==> config.mk <==
export PLATFORM = sky130hd
export DESIGN_NAME = ahb3_sram_slave
export DESIGN_NICKNAME = d
export VERILOG_FILES = /design/src/rtl/ahb3_pkg.sv /design/src/rtl/ahb3_sram_bank.sv /design/src/rtl/ahb3_sram_slave.sv
export SDC_FILE = /design/constraint.sdc
export NUM_CORES = 2
export LEC_CHECK = 0
export CAP_MARGIN = 10
export CORE_MARGIN = 4
export CORE_UTILIZATION = 33
export CTS_CLUSTER_SIZE = 10
export DETAILED_ROUTE_END_ITERATION = 16
export GPL_TIMING_DRIVEN = 0
export PLACE_DENSITY_LB_ADDON = 0.1
export REMOVE_ABC_BUFFERS = 1
export SETUP_SLACK_MARGIN = 0.2
export SLEW_MARGIN = 20
export SYNTH_ARGS = -nofsm -noshare
export SYNTH_HDL_FRONTEND = slang
export SYNTH_HIERARCHICAL = 1
export SYNTH_SLANG_ARGS = --single-unit
==> constraint.sdc <==
create_clock -name HCLK -period 3.5 [get_ports HCLK]
set_input_delay 0.525 -clock HCLK [delete_from_list [all_inputs] [get_ports HCLK]]
set_output_delay 0.525 -clock HCLK [all_outputs]
set_load 0.02 [all_outputs]
==> src/rtl/ahb3_pkg.sv <==
// ahb3_pkg: shared encodings and helpers for the AHB3-Lite SRAM slave.
//   - HTRANS / HSIZE / HRESP encodings
//   - data-phase state enum
//   - be_mask(): byte-enable mask from transfer size and lane offset
package ahb3_pkg;

    localparam logic [1:0] HTRANS_IDLE   = 2'b00;
    localparam logic [1:0] HTRANS_BUSY   = 2'b01;
    localparam logic [1:0] HTRANS_NONSEQ = 2'b10;
    localparam logic [1:0] HTRANS_SEQ    = 2'b11;

    localparam logic [2:0] HSIZE_BYTE  = 3'd0;
    localparam logic [2:0] HSIZE_HWORD = 3'd1;
    localparam logic [2:0] HSIZE_WORD  = 3'd2;
    localparam logic [2:0] HSIZE_DWORD = 3'd3;

    localparam logic HRESP_OKAY  = 1'b0;
    localparam logic HRESP_ERROR = 1'b1;

    typedef enum logic [2:0] {
        ST_IDLE,
        ST_WAIT,
        ST_DATA,
        ST_ERR1,
        ST_ERR2
    } state_t;

    // Mask covering 2^size bytes starting at byte lane 'lane' (max 8 lanes).
    function automatic logic [7:0] be_mask(input logic [2:0] size, input logic [2:0] lane);
        logic [7:0] m;
        case (size)
            HSIZE_BYTE:  m = 8'h01;
            HSIZE_HWORD: m = 8'h03;
            HSIZE_WORD:  m = 8'h0F;
            default:     m = 8'hFF;
        endcase
        return m << lane;
    endfunction

endpackage

==> src/rtl/ahb3_sram_bank.sv <==
// ahb3_sram_bank: DEPTH x DW storage, synchronous byte-lane write,
// asynchronous read. No reset: contents survive HRESET.
//   HCLK  - clock
//   we    - write strobe, be selects the byte lanes written
//   addr  - word index (shared by read and write)
//   wdata - write data, rdata - combinational read of mem[addr]
module ahb3_sram_bank #(
    parameter int DW    = 32,
    parameter int DEPTH = 64
) (
    input  logic                     HCLK,
    input  logic                     we,
    input  logic [DW/8-1:0]          be,
    input  logic [$clog2(DEPTH)-1:0] addr,
    input  logic [DW-1:0]            wdata,
    output logic [DW-1:0]            rdata
);
    localparam int NB = DW / 8;

    logic [DW-1:0] mem [DEPTH];

    always_ff @(posedge HCLK) begin
        if (we) begin
            for (int b = 0; b < NB; b++) begin
                if (be[b]) mem[addr][8*b +: 8] <= wdata[8*b +: 8];
            end
        end
    end

    assign rdata = mem[addr];

endmodule

==> src/rtl/ahb3_sram_slave.sv <==
// ahb3_sram_slave: AHB3-Lite slave backed by on-chip SRAM, with
// programmable wait states and byte-lane writes.
//   HCLK/HRESET      - clock, synchronous active-high reset
//   HSEL/HADDR/HWRITE/HSIZE/HTRANS/HREADY - address phase
//   HBURST/HPROT     - accepted, unused
//   HWDATA           - write data (data phase)
//   HRDATA/HREADYOUT/HRESP - data-phase response
// Build option: define AHB3_SRAM_ERROR_RESP_EN to answer out-of-range,
// oversize and misaligned transfers with a two-cycle ERROR. Without it
// such transfers wrap / widen / align and HRESP stays OKAY.
module ahb3_sram_slave
    import ahb3_pkg::*;
#(
    parameter int HADDR_SIZE  = 8,
    parameter int HDATA_SIZE  = 32,
    parameter int MEM_DEPTH   = 64,
    parameter int WAIT_STATES = 0
) (
    input  logic                  HCLK,
    input  logic                  HRESET,
    input  logic                  HSEL,
    input  logic [HADDR_SIZE-1:0] HADDR,
    input  logic [HDATA_SIZE-1:0] HWDATA,
    output logic [HDATA_SIZE-1:0] HRDATA,
    input  logic                  HWRITE,
    input  logic [2:0]            HSIZE,
    input  logic [2:0]            HBURST,
    input  logic [3:0]            HPROT,
    input  logic [1:0]            HTRANS,
    input  logic                  HREADY,
    output logic                  HREADYOUT,
    output logic                  HRESP
);
    localparam int NB        = HDATA_SIZE / 8;
    localparam int LANE_BITS = $clog2(NB);
    localparam int LW        = (LANE_BITS == 0) ? 1 : LANE_BITS;
    localparam int IW        = $clog2(MEM_DEPTH);

    state_t                state, state_nxt;
    logic [3:0]            cnt, cnt_nxt;
    logic [HADDR_SIZE-1:0] a_addr;
    logic                  a_write;
    logic [2:0]            a_size;
    logic [HDATA_SIZE-1:0] rd_hold, rd_word;
    logic                  xfer, acc, acc_err, wr_en;
    logic [2:0]            eff_size;
    logic [LW-1:0]         lane;
    logic [IW-1:0]         widx;
    logic [NB-1:0]         be;
    logic                  unused_ok;

    assign unused_ok = ^{HBURST, HPROT};

    always_comb begin
        xfer = 1'b0;
        case (HTRANS)
            HTRANS_NONSEQ, HTRANS_SEQ: xfer = 1'b1;
            HTRANS_IDLE, HTRANS_BUSY:  xfer = 1'b0;
        endcase
    end

    assign acc = HSEL && HREADY && xfer;

`ifdef AHB3_SRAM_ERROR_RESP_EN
    logic [LW-1:0] in_lane;
    assign in_lane = HADDR[LW-1:0] & LW'(NB - 1);
    // Any address bit above the word index means the word is past the array.
    assign acc_err = ((HADDR >> (LANE_BITS + IW)) != '0)
                  || (HSIZE > 3'(LANE_BITS))
                  || ((in_lane & ((LW'(1) << HSIZE) - LW'(1))) != '0);
`else
    assign acc_err = 1'b0;
`endif

    // Data-phase decode. Oversize collapses to full word and the lane is
    // forced to size alignment; with the error path built in, neither case
    // ever reaches ST_DATA so this decode is harmless there.
    always_comb begin
        eff_size = (a_size > 3'(LANE_BITS)) ? 3'(LANE_BITS) : a_size;
        lane     = (a_addr[LW-1:0] & LW'(NB - 1)) & ~((LW'(1) << eff_size) - LW'(1));
        widx     = IW'(a_addr >> LANE_BITS);
        be       = NB'(be_mask(eff_size, 3'(lane)));
    end

    // Only the completing DATA cycle commits; a reset in the same cycle
    // drops the write.
    assign wr_en = (state == ST_DATA) && a_write && !HRESET;

    ahb3_sram_bank #(.DW(HDATA_SIZE), .DEPTH(MEM_DEPTH)) u_bank (
        .HCLK  (HCLK),
        .we    (wr_en),
        .be    (be),
        .addr  (widx),
        .wdata (HWDATA),
        .rdata (rd_word)
    );

    // State register plus address-phase capture. The state itself acts as
    // the address-phase valid flag: anything but an accept returns to IDLE.
    always_ff @(posedge HCLK) begin
        if (HRESET) begin
            state   <= ST_IDLE;
            cnt     <= '0;
            rd_hold <= '0;
            a_addr  <= '0;
            a_write <= 1'b0;
            a_size  <= '0;
        end else begin
            state <= state_nxt;
            cnt   <= cnt_nxt;
            if (acc) begin
                a_addr  <= HADDR;
                a_write <= HWRITE;
                a_size  <= HSIZE;
            end
            if (state == ST_DATA && !a_write) rd_hold <= rd_word;
        end
    end

    always_comb begin
        state_nxt = state;
        cnt_nxt   = cnt;
        case (state)
            ST_WAIT: begin
                cnt_nxt = cnt - 4'd1;
                if (cnt == 4'd1) state_nxt = ST_DATA;
            end
            ST_ERR1: state_nxt = ST_ERR2;
            default: begin
                // IDLE, DATA, ERR2 drive HREADYOUT high: a new address
                // phase can be taken on this edge with no bubble.
                if (acc && acc_err) begin
                    state_nxt = ST_ERR1;
                end else if (acc && WAIT_STATES > 0) begin
                    state_nxt = ST_WAIT;
                    cnt_nxt   = 4'(WAIT_STATES);
                end else if (acc) begin
                    state_nxt = ST_DATA;
                end else begin
                    state_nxt = ST_IDLE;
                end
            end
        endcase
    end

    always_comb begin
        HREADYOUT = 1'b1;
        HRDATA    = rd_hold;
        case (state)
            ST_WAIT, ST_ERR1: HREADYOUT = 1'b0;
            ST_DATA:          if (!a_write) HRDATA = rd_word;
            default: ;
        endcase
`ifdef AHB3_SRAM_ERROR_RESP_EN
        HRESP = (state == ST_ERR1 || state == ST_ERR2) ? HRESP_ERROR : HRESP_OKAY;
`else
        HRESP = HRESP_OKAY;
`endif
    end

endmodule

==> out/results.txt <==
The tools report the nature of the critical path endpoint as an output port. The worst stage delay on the critical path was 0.69 ns. The share of final-layout standard cells stronger than drive strength 1 was 30.4%. The final count of hold timing violations came out at 0. Setup repair after global routing could not meet its margin everywhere. On the critical path the largest part of the delay comes from compound AO/OA/AOI/OAI gates. After the last flow step, the layout net total stands at 5206. The worst-margin pin slew was 1.08 ns. Global routing finished with a remaining overflow of 0. The flip-flop and latch count after synthesis was 2093; the number of sinks handled by clock tree synthesis was 2093.

For this run, the leading register cell type out of synthesis is edfxtp_1. The run gives 0 as the number of maximum-capacitance constraint violations. For this configuration, the core starts out at a cell density of 33.3%. The power density normalized to cell area was 521 nW/um^2; the proportion of power drawn by the clock network was 42.3%.

Summing the areas of all compound-gate instances in the mapped netlist gives 11.6% of the synthesized area. In the finished design, the share of the clock period the worst path needs comes to 133%. In this run the biggest area consumer among cell types represents 76.6% of the synthesized area. In this run the tool buffered the top-level ports with 80 buffer cells. The slowest stage of the critical path is the a222oi_1 cell.

In this run, the number of DRC markers left after iteration 0 of detailed routing was 5552. The most frequent cell on the critical path is buf_6. For the pin count of the biggest net entering global routing, the log shows 65. In the layout the commonest cells are 2048 x edfxtp_1, 346 x a221oi_1, 255 x clkbuf_16, 255 x a22oi_1, 249 x nor2_1. The critical path startpoint category is a flop. By area, the combinational part of the netlist is dominated by compound AO/OA/AOI/OAI gates. In the routed design, unresolved DRC markers number 0. After detailed routing, the average wire length per cell comes to 37.5 microns.

The tools report the total number of placement rows as 180. In this run the mean area of a mapped cell was 16.8 sq um. Summing the areas of all xor and xnor instances in the mapped netlist gives 0% of the synthesized area. Data on the critical path arrives at its endpoint at 4.13 ns.

The logs give 48.2k for the via count of the first global-routing pass and 11.7 mW for the net switching power. Synthesis produced a netlist whose cell count is 4788. The total power of the final layout came out at 53.1 mW. Setup slack after placement: -2.46 ns.

The H-tree was split into 4 levels. The logs give 0.86 ns for the latest clock arrival within the worst-skew pair and 55 for the count of unique library cells instantiated by Yosys. The Yosys step of the flow raised 6 warnings.

Combinational logic is responsible for 5.9% of the overall power. The total standard cell area after synthesis was 80300 sq um; the simple-gate area share of the yosys netlist was 4.46%. The number of pins exceeding their max-slew limit in the final report came out at 0. After synthesis, flip-flops and latches occupy 77.7% of the total area. Clock-pin slew was measured on the worst setup and hold paths at 0.06 ns. Area of the placeable core: 241000 sq um. The run finished, with violations left.

The total of endpoints with negative setup slack in the final report is 56, and the sequential share of power is 51.9%. The worst pin sits at a relative slew slack of 27.9%. Switching power share of the total: 22.1%.

Measured on the finished design, the core utilization comes to 42.2%. In the routed layout, each cell is associated on average with a via count of 5.93. The CTS root buffer is clkbuf_16. The logs give -1.15 ns for the worst-case setup margin in the final layout and 10 for the initial antenna violation count.

The post-synthesis to final-layout area growth came out at 26.8%. For this run, the total global-route usage over all layers was measured as 24.3%. Post-synthesis adder-cell area fraction: 0%. The checks that failed: negative setup slack. The clock passes through at most 3 buffers.

The first detailed-routing pass ran for 6 iterations. For the half-perimeter wire length of the detailed placement result, the log shows 170000 microns. The required time reported for the critical path endpoint is 2.97 ns, and the internal power is 41.3 mW.

VDD sags by at most 404 uV. The category of the critical setup timing path was reg2out. The highest net fanout along the worst path was 7; the die outline height was 501 microns. TritonCTS built the clock tree. The number of buffer and inverter stages on the critical path came out at 6. After detailed routing, the total wire length is 319000 microns. The most common library cell in the layout ignoring fill and taps is edfxtp_1. The die area is 251000 sq um, and the global-route wire length before repair is 423000 microns.

The post-synthesis mux area share was 3.98%; the number of enable flip-flop cells after synthesis was 2048. For the remaining antenna violation count, the log shows 0. The share of flip-flops with an asynchronous set or reset after synthesis was 0%; the I/O pin count was 91.

After synthesis, the cell types taking the most area are edfxtp_1 77%, a221oi_1 5.4%, a22oi_1 2.7%, nor2_1 2.4%, mux4_2 1.2%. Fill cells in the final layout number 21.5k. The floorplan step set the die width to 501 microns. Summed over all cells, the static leakage comes to 31.3 nW. For this run, the top clock speed supported by timing is 0.215 GHz. The tightest min-delay check is of the in2reg type. The run gives 50.4k as the routed via count.

Hold timing on the final database bottoms out at a slack of 0.0822 ns. Largest area contributor in the netlist: edfxtp_1. The post-layout minimum cycle time is 4.65 ns. Between clock sinks in the finished design, the worst skew comes to 0.0263 ns.

Routability-driven placement finished with a final weighted congestion of 0.761. The critical path goes through buf_16 -> buf_16 -> buf_6 -> nor2b_4 -> buf_4 -> buf_6 -> a21oi_1 -> o21ai_1 -> a222oi_1 -> o22ai_2 -> or4_4 -> mux2_4 -> buf_6. The number of CTS-inserted buffers was 235; the register-to-register setup slack was -0.02 ns.
## logic make-up (layout without fill, tap and decap cells)
| group | after synthesis | after routing |
|---|---|---|
| muxes | 242 | 242 |
| buffers and inverters | 389 | 907 |
| other | 2 | 9 |
| and+or+nand+nor | 827 | 835 |
| DFF | 2093 | 2093 |
| AOI/OAI and AO/OA | 1235 | 1235 |
## worst reg2reg max path, delay by kind of cell (launching register included)
| family | cells | cell delay [ns] |
|---|---|---|
| DFF | 1 | 0.38 |
| and+or+nand+nor | 4 | 2.28 |
| buffers and inverters | 3 | 0.47 |
## synth_stat cells (13+ instances only)
master	n
clkbuf_1	177
buf_4	17
a22oi_1	291
a211o_1	13
o21ai_1	22
mux2_2	78
o221ai_1	20
buf_6	16
a21oi_1	75
o21ai_0	109
nor2_1	513
dfxtp_1	45
buf_1	55
mux4_2	42
nor2b_1	41
nand2_1	107
o32ai_1	17
a221oi_1	493
nand3_1	29
o22ai_1	135
nand4_1	17
mux2_4	30
edfxtp_1	2048
o22a_1	14
mux2i_1	92
nor3_1	56
buf_2	120
## what timing repair did
item	CTS	global route
hold buffers	2	0
gates resized for setup	686	537
pin swaps	205	147
setup endpoints to repair	2112	2080
setup buffers	154	52
endpoints found under the hold margin	10	0
cloned	63	13
## final cells by class
cell class	count	area [sq um]	share of cell area, %
well taps	3185	3990	3.91
repair inverters	1	8.76	0.00860
flip-flops and latches	2093	62400	61.3
clock buffers	385	6630	6.51
multi-input cells	2314	20400	20.0
clock inverters	17	116	0.114
diodes	7	17.5	0.0172
inverters	4	73.8	0.0725
repair buffers	500	8200	8.06
## metrics by stage
step            TNS, ns  std cells  instance area [sq um]
2_1_floorplan         -       4403                  78500
3_3_place_gp          -       7668                  83300
3_5_place_dp   -2305.70       7813                  86700
4_1_cts         -568.18       8434                  98900
5_1_grt          -34.02       8501                 102000
6_report         -32.34       8506                 102000
## flip-flops by register name (all words and copies together), names as in the netlist
| name | flops |
|---|---|
| u_bank/mem | 2048 |
| state | 1 |
| a_addr | 8 |
| a_write | 1 |
| rd_hold | 32 |
| a_size | 3 |
## metal layers
metal	GRT usage (%)	part of all wire [%]
met5	0	0.013
met4	7.46	3.3
met3	4.18	6.5
met2	39.1	47
met1	33.6	43
## path summary, 6_finish.rpt
path             start            endpoint  cells after the start
min reg2reg  a_size[2]           a_size[2]                      2
max          a_addr[3]           HRDATA[1]                     13
max reg2reg  a_addr[3]  u_bank/mem[31][22]                      7
min             HRESET         rd_hold[15]                      2
## power by group through the flow
stage	logic (mW)	clock network (mW)	registers [mW]
after detailed placement	2.38	0	28.1
after global routing	3.21	23.9	27.5
after global placement	2.30	0	28.3
after floorplan	0.906	0	28.1
after CTS	2.95	22.9	27.5
final	3.11	22.4	27.5
No activity file was read; power rests on OpenSTA's default activity.
